$ cat src/rtl/elevator_ctrl_n.sv
// elevator_ctrl_n: N-floor collective (SCAN) elevator controller.
// Latches hall-up, hall-down and car requests per floor and serves them while
// keeping direction as long as requests remain ahead, then reverses. Floor
// travel time and door dwell come from an internal cycle counter.
//
// Ports:
//   clk            rising-edge clock
//   rst_n          asynchronous active-low reset; drops all pending requests
//   hall_up_req    hall up-call per floor (top floor bit ignored)
//   hall_dn_req    hall down-call per floor (floor 0 bit ignored)
//   car_req        in-car floor button per floor
//   current_floor  registered car position
//   moving_up      travelling upward
//   moving_down    travelling downward
//   door_open      door open at current_floor
//   pend_up/pend_dn/pend_car  latched request vectors
module elevator_ctrl_n #(
    parameter int NUM_FLOORS    = 4,
    parameter int FLOOR_W       = $clog2(NUM_FLOORS),
    parameter int TRAVEL_CYCLES = 8,
    parameter int DOOR_CYCLES   = 4
) (
    input  logic                  clk,
    input  logic                  rst_n,
    input  logic [NUM_FLOORS-1:0] hall_up_req,
    input  logic [NUM_FLOORS-1:0] hall_dn_req,
    input  logic [NUM_FLOORS-1:0] car_req,
    output logic [FLOOR_W-1:0]    current_floor,
    output logic                  moving_up,
    output logic                  moving_down,
    output logic                  door_open,
    output logic [NUM_FLOORS-1:0] pend_up,
    output logic [NUM_FLOORS-1:0] pend_dn,
    output logic [NUM_FLOORS-1:0] pend_car
);

    localparam int TMAX  = (TRAVEL_CYCLES > DOOR_CYCLES) ? TRAVEL_CYCLES : DOOR_CYCLES;
    localparam int TMR_W = $clog2(TMAX + 1);
    localparam logic [TMR_W-1:0]      TRAVEL_LAST = TMR_W'(TRAVEL_CYCLES - 1);
    localparam logic [TMR_W-1:0]      DOOR_LAST   = TMR_W'(DOOR_CYCLES - 1);
    localparam logic [FLOOR_W-1:0]    TOP_FLOOR   = FLOOR_W'(NUM_FLOORS - 1);
    localparam logic [NUM_FLOORS-1:0] UP_VALID    = {1'b0, {(NUM_FLOORS-1){1'b1}}};
    localparam logic [NUM_FLOORS-1:0] DN_VALID    = {{(NUM_FLOORS-1){1'b1}}, 1'b0};

    typedef enum logic [1:0] {S_IDLE, S_MOVE, S_DOOR} state_t;
    typedef enum logic {DIR_UP, DIR_DN} dir_t;

    function automatic logic [NUM_FLOORS-1:0] above_mask(input logic [FLOOR_W-1:0] f);
        logic [NUM_FLOORS-1:0] m;
        m = '0;
        for (int unsigned i = 0; i < NUM_FLOORS; i++) m[i] = (FLOOR_W'(i) > f);
        return m;
    endfunction

    function automatic logic [NUM_FLOORS-1:0] below_mask(input logic [FLOOR_W-1:0] f);
        logic [NUM_FLOORS-1:0] m;
        m = '0;
        for (int unsigned i = 0; i < NUM_FLOORS; i++) m[i] = (FLOOR_W'(i) < f);
        return m;
    endfunction

    function automatic logic [NUM_FLOORS-1:0] floor_bit(input logic [FLOOR_W-1:0] f);
        return NUM_FLOORS'(1) << f;
    endfunction

    state_t                  state_q, state_d;
    dir_t                    dir_q, dir_d;
    logic [FLOOR_W-1:0]      floor_q, floor_d;
    logic [TMR_W-1:0]        timer_q, timer_d;
    logic [NUM_FLOORS-1:0]   up_q, dn_q, car_q;
    logic [NUM_FLOORS-1:0]   up_d, dn_d, car_d;

    logic [NUM_FLOORS-1:0]   all_pend, cur_bit, nxt_bit;
    logic [NUM_FLOORS-1:0]   set_up, set_dn, set_car, clr_up, clr_dn, clr_car;
    logic [FLOOR_W-1:0]      next_floor;
    logic                    req_above, req_below, ahead_fwd, ahead_rev;
    logic                    here, beyond_next, stop_next, door_hit;

    assign all_pend  = up_q | dn_q | car_q;
    assign cur_bit   = floor_bit(floor_q);
    assign here      = |(all_pend & cur_bit);
    assign req_above = |(all_pend & above_mask(floor_q));
    assign req_below = |(all_pend & below_mask(floor_q));
    assign ahead_fwd = (dir_q == DIR_UP) ? req_above : req_below;
    assign ahead_rev = (dir_q == DIR_UP) ? req_below : req_above;

    // Saturate at the end floors; MOVE is only entered with a request ahead,
    // so this guard never actually fires.
    always_comb begin
        next_floor = floor_q;
        if (dir_q == DIR_UP) begin
            if (floor_q != TOP_FLOOR) next_floor = floor_q + FLOOR_W'(1);
        end else begin
            if (floor_q != '0) next_floor = floor_q - FLOOR_W'(1);
        end
    end

    assign nxt_bit     = floor_bit(next_floor);
    assign beyond_next = (dir_q == DIR_UP) ? |(all_pend & above_mask(next_floor))
                                           : |(all_pend & below_mask(next_floor));
    assign stop_next   = |(car_q & nxt_bit)
                       | ((dir_q == DIR_UP) ? |(up_q & nxt_bit) : |(dn_q & nxt_bit))
                       | (|((up_q | dn_q) & nxt_bit) & ~beyond_next);

    // Any request at the open door's floor restarts the dwell instead of latching.
    assign door_hit = (state_q == S_DOOR) &&
                      |(((hall_up_req & UP_VALID) | (hall_dn_req & DN_VALID) | car_req) & cur_bit);

    always_comb begin
        state_d = state_q;
        dir_d   = dir_q;
        floor_d = floor_q;
        timer_d = timer_q;
        set_up  = hall_up_req & UP_VALID;
        set_dn  = hall_dn_req & DN_VALID;
        set_car = car_req;
        clr_up  = '0;
        clr_dn  = '0;
        clr_car = '0;

        if (state_q == S_DOOR) begin
            set_up  = set_up  & ~cur_bit;
            set_dn  = set_dn  & ~cur_bit;
            set_car = set_car & ~cur_bit;
        end

        case (state_q)
            S_IDLE: begin
                timer_d = '0;
                if (here) begin
                    state_d = S_DOOR;
                    clr_up  = cur_bit;
                    clr_dn  = cur_bit;
                    clr_car = cur_bit;
                end else if (req_above) begin
                    dir_d   = DIR_UP;
                    state_d = S_MOVE;
                end else if (req_below) begin
                    dir_d   = DIR_DN;
                    state_d = S_MOVE;
                end
            end
            S_MOVE: begin
                if (timer_q == TRAVEL_LAST) begin
                    timer_d = '0;
                    floor_d = next_floor;
                    if (stop_next) begin
                        state_d = S_DOOR;
                        clr_car = nxt_bit;
                        if (dir_q == DIR_UP) clr_up = nxt_bit;
                        else                 clr_dn = nxt_bit;
                        // Nothing further this way: also serve the opposite
                        // call here and turn around.
                        if (!beyond_next) begin
                            if (dir_q == DIR_UP) begin
                                clr_dn = nxt_bit;
                                dir_d  = DIR_DN;
                            end else begin
                                clr_up = nxt_bit;
                                dir_d  = DIR_UP;
                            end
                        end
                    end
                end else begin
                    timer_d = timer_q + TMR_W'(1);
                end
            end
            S_DOOR: begin
                if (door_hit) begin
                    timer_d = '0;
                end else if (timer_q == DOOR_LAST) begin
                    timer_d = '0;
                    if (ahead_fwd) begin
                        state_d = S_MOVE;
                    end else if (ahead_rev) begin
                        dir_d   = (dir_q == DIR_UP) ? DIR_DN : DIR_UP;
                        state_d = S_MOVE;
                    end else begin
                        state_d = S_IDLE;
                    end
                end else begin
                    timer_d = timer_q + TMR_W'(1);
                end
            end
            default: state_d = S_IDLE;
        endcase

        up_d  = (up_q  | set_up)  & ~clr_up;
        dn_d  = (dn_q  | set_dn)  & ~clr_dn;
        car_d = (car_q | set_car) & ~clr_car;
    end

    always_ff @(posedge clk or negedge rst_n) begin
        if (!rst_n) begin
            state_q <= S_IDLE;
            dir_q   <= DIR_UP;
            floor_q <= '0;
            timer_q <= '0;
            up_q    <= '0;
            dn_q    <= '0;
            car_q   <= '0;
        end else begin
            state_q <= state_d;
            dir_q   <= dir_d;
            floor_q <= floor_d;
            timer_q <= timer_d;
            up_q    <= up_d;
            dn_q    <= dn_d;
            car_q   <= car_d;
        end
    end

    assign current_floor = floor_q;
    assign moving_up     = (state_q == S_MOVE) && (dir_q == DIR_UP);
    assign moving_down   = (state_q == S_MOVE) && (dir_q == DIR_DN);
    assign door_open     = (state_q == S_DOOR);
    assign pend_up       = up_q;
    assign pend_dn       = dn_q;
    assign pend_car      = car_q;

endmodule

$ cat config.mk
export PLATFORM = sky130hd
export DESIGN_NAME = elevator_ctrl_n
export DESIGN_NICKNAME = d
export VERILOG_FILES = /design/src/rtl/elevator_ctrl_n.sv
export SDC_FILE = /design/constraint.sdc
export NUM_CORES = 1
export LEC_CHECK = 0
export BUFFER_PORTS_ARGS = -buffer_cell sky130_fd_sc_hd__buf_4
export CORE_ASPECT_RATIO = 1.5
export CORE_MARGIN = 5
export CORE_UTILIZATION = 55
export CTS_CLUSTER_SIZE = 14
export DETAILED_ROUTE_END_ITERATION = 8
export PLACE_DENSITY = 0.88
export SLEW_MARGIN = 30
export SYNTH_ARGS = -nofsm -noshare
export SYNTH_HDL_FRONTEND = slang
export SYNTH_SLANG_ARGS = --single-unit
$ cat constraint.sdc
create_clock -name clk -period 2.65 [get_ports clk]
set_input_delay 0.53 -clock clk [delete_from_list [all_inputs] [get_ports clk]]
set_output_delay 0.53 -clock clk [all_outputs]
set_load 0.02 [all_outputs]
==> flow_summary_export.csv <==
group,metric,value,unit
layout,nFillCells,243,
synthesis,synth_cell_type_count,53,
worst_setup_path,critPathLaunch,"current_floor[0]$_DFFE_PN0P_",
synthesis,synth_area_leaders,"dfrtp_1 (32%), a21oi_1 (5.7%), nor2_1 (4.5%)",
cts,htreeDepth,1,
layout,finish.instance_area,0.00202,sq mm
layout,seq_area,526,sq um
synthesis,syn-cell-area,0.00166,sq mm
worst_setup_path,r2r-start,"current_floor[0]$_DFFE_PN0P_",
synthesis,ys_seq_elements,21,
timing,worst_slew_pin_slew,0.484,ns
drt,drcViolationCount,0,
cts,cts_tree,"yes",
synthesis,synth_ff_type,"dfrtp_1",
cts,numCtsBuffers,3,
die,io_pins,31,
cts,clk_pin_slew_worst_paths,0.09,ns
synthesis,synth_edf_count,0,
power,leakagePower,0.840,nW
cts,clock_sinks,21,
drt,viasPerCell,6.32,
synthesis,synth_top_area_cell,"dfrtp_1",
placed_design,hpwlAfterDp,3370,um
placed_design,place_area,0.00196,sq mm
worst_hold_path,timing.hold.worst.class,"input port to async pin",
power,p_total,0.00147,W
synthesis,synthCells,205,
drt,drt_iter0_drc,93,
worst_setup_path,worst_ep_required_time,2.82,ns
timing,layout_setup_ws,0.143,ns
worst_setup_path,reg2regPathDepth,8,
layout,syn_to_final_growth,21.8,%
worst_setup_path,r2r_end,"dir_q$_DFFE_PN0P_",
power,max-vdd-ir-drop,711,uV
timing,max-slew-margin-rel,67.4,%
timing,slew_violations,0,
layout,drive_above_1_share,23.5,%
layout,nets,258,
cts,hold_buffers,0,
placed_design,pre_cts_slack,0.114,ns
worst_setup_path,cpMostUsedCell,"inv_1",
worst_setup_path,end_kind,"flop",
worst_setup_path,crit_path_start_kind,"flop",
drt,drt_wl_total,4440,um
worst_setup_path,arrival,2.67,ns
worst_setup_path,path_cells,"buf_4, inv_1, mux4_2, inv_1, o21ai_0, o2111ai_1, or4_1, o21a_1",
drt,dr_total_vias,1750,
worst_setup_path,r2r_slack,0.14,ns
layout,multi_input_area,0.00105,sq mm
global_route,grt_overflow,0,
timing,fmax,399,MHz
run,max_cap_violations,0,
worst_setup_path,max_stage_delay,0.64,ns
synthesis,synth_warnings,0,
timing,period_share,94.6,%
cts,insertion_delay,0.27,ns
outcome,outcome,"completed",
die,start_util,56.8,%
worst_setup_path,path_max_fanout,17,
layout,layout_commonest_cell,"buf_4",
worst_setup_path,cpMaxStageDelayCell,"dfrtp_1",
timing,skew,0.0104,ns
layout,antenna_cells,0,
drt,avgRoutedWirePerCell,16.0,um
die,core_area,0.00291,sq mm
die,dieArea,0.00423,sq mm
power,power.density,730,mW/mm^2
layout,utilization,69.2,%
layout,layout_common_cells,"buf_4 (41), dfrtp_1 (21), nor2_1 (20)",
die,die_h,77.2,um
global_route,grt_first_pass_wirelength,7320,um
die,rows,24,
synthesis,synth.top_cell.area_share,31.7,%
cts,cts_root_buffer,"clkbuf_8",
timing,finalSetupViolCount,0,
synthesis,synthArstFlopShare,100,%
worst_setup_path,path_class,"flop to flop",
die,die_x,54.8,um
global_route,grt_pass1_vias,1628,
synthesis,ys_seq_area_share,31.7,%
cts,clockBufferDepth,2,
synthesis,syn_nets,224,
global_route,grt_max_degree,22,
timing,hold_viol,0,
placed_design,port_buffers,28,
drt,drt_first_pass_iters,4,
cts,cts_setup_buffers,0,
timing,rsz0062_at_grt,"no",
synthesis,synth.avg_cell_area,8.07,sq um
placed_design,gp_congestion,0.980,
timing,fin_crit,2.51,ns
drt,antenna_left,0,
global_route,antenna_found_initial,0,
timing,finalSetupTns,0,ns
global_route,track_usage,22.5,%
[how the worst max path moves through the flow]
stage,cells after the start,endpoint,slack [ns]
after floorplan,6,dir_q$_DFFE_PN0P_,0.31
final,8,dir_q$_DFFE_PN0P_,0.14
after global placement,8,dir_q$_DFFE_PN0P_,0.16
after detailed placement,9,dir_q$_DFFE_PN0P_,0.11
after CTS,9,dir_q$_DFFE_PN0P_,0.16
after global routing,8,dir_q$_DFFE_PN0P_,0.003
[sequential cells by signal, indices dropped and copies added, names as in the netlist]
signal,count
pend_car,4
timer_q,4
current_floor,2
state_q,2
pend_up,4
dir_q,1
pend_dn,4
[timing repair]
item	in CTS	in global routing
gates resized for setup	0	2
endpoints found under the setup margin	0	1
hold endpoints to repair	0	0
[worst max-delay path, delay by kind of cell (launching register included)]
family                 cells  cell delay (ns)
buffers and inverters      3             0.40
multiplexers               1             0.28
AO/OA/AOI/OAI              3             0.57
flip-flops                 1             0.64
AND/OR/NAND/NOR            1             0.51
[final cells by class]
| class | instances | share of cell area, % |
|---|---|---|
| tap | 39 | 2.42 |
| timing repair buffer | 41 | 15.3 |
| clock buffer | 3 | 2.05 |
| sequential | 21 | 26.1 |
| multi-input combinational | 162 | 52.0 |
| clock inverter | 1 | 0.372 |
| inverter | 10 | 1.86 |
[cell usage after synthesis, drive strengths merged (4+ instances only)]
cell,count
o21ai,14
dfrtp,21
nand2,18
nor2b,4
nor2,20
ha,5
nor3,8
clkbuf,6
a21oi,20
buf,6
a221oi,5
nand3,9
inv,10
[kinds of logic after synthesis]
logic type | count (synthesis) | share of synthesized area [%]
DFF | 21 | 31.7
adders and majority gates | 5 | 3.78
AOI/OAI and AO/OA | 72 | 30.2
and+or+nand+nor | 82 | 26.4
muxes | 3 | 2.57
buffers and inverters | 22 | 5.37
[through the flow]
stage | hold WS [ns] | std cells
4_1_cts | 0.143 | 277
5_1_grt | 0.155 | 277
2_1_floorplan | 0.234 | 205
3_5_place_dp | 0.433 | 273
6_report | 0.133 | 277
3_3_place_gp | 0.430 | 273
[routing by layer]
metal | wire length, um | track usage, %
met1 | 1710 | 27.7
met2 | 2350 | 38.7
met3 | 303 | 2.13
met4 | 72 | 7.48
met5 | 0 | 0
[where the power goes]
| group | internal (W) | leakage (nW) | switching, W |
|---|---|---|---|
| Clock | 0.000106 | 0.0217 | 0.000111 |
| Combinational | 0.000337 | 0.576 | 0.000478 |
| Sequential | 0.000369 | 0.242 | 0.0000695 |
| Total | 0.000812 | 0.840 | 0.000659 |
Note: power is estimated with default switching activity, not from simulation.
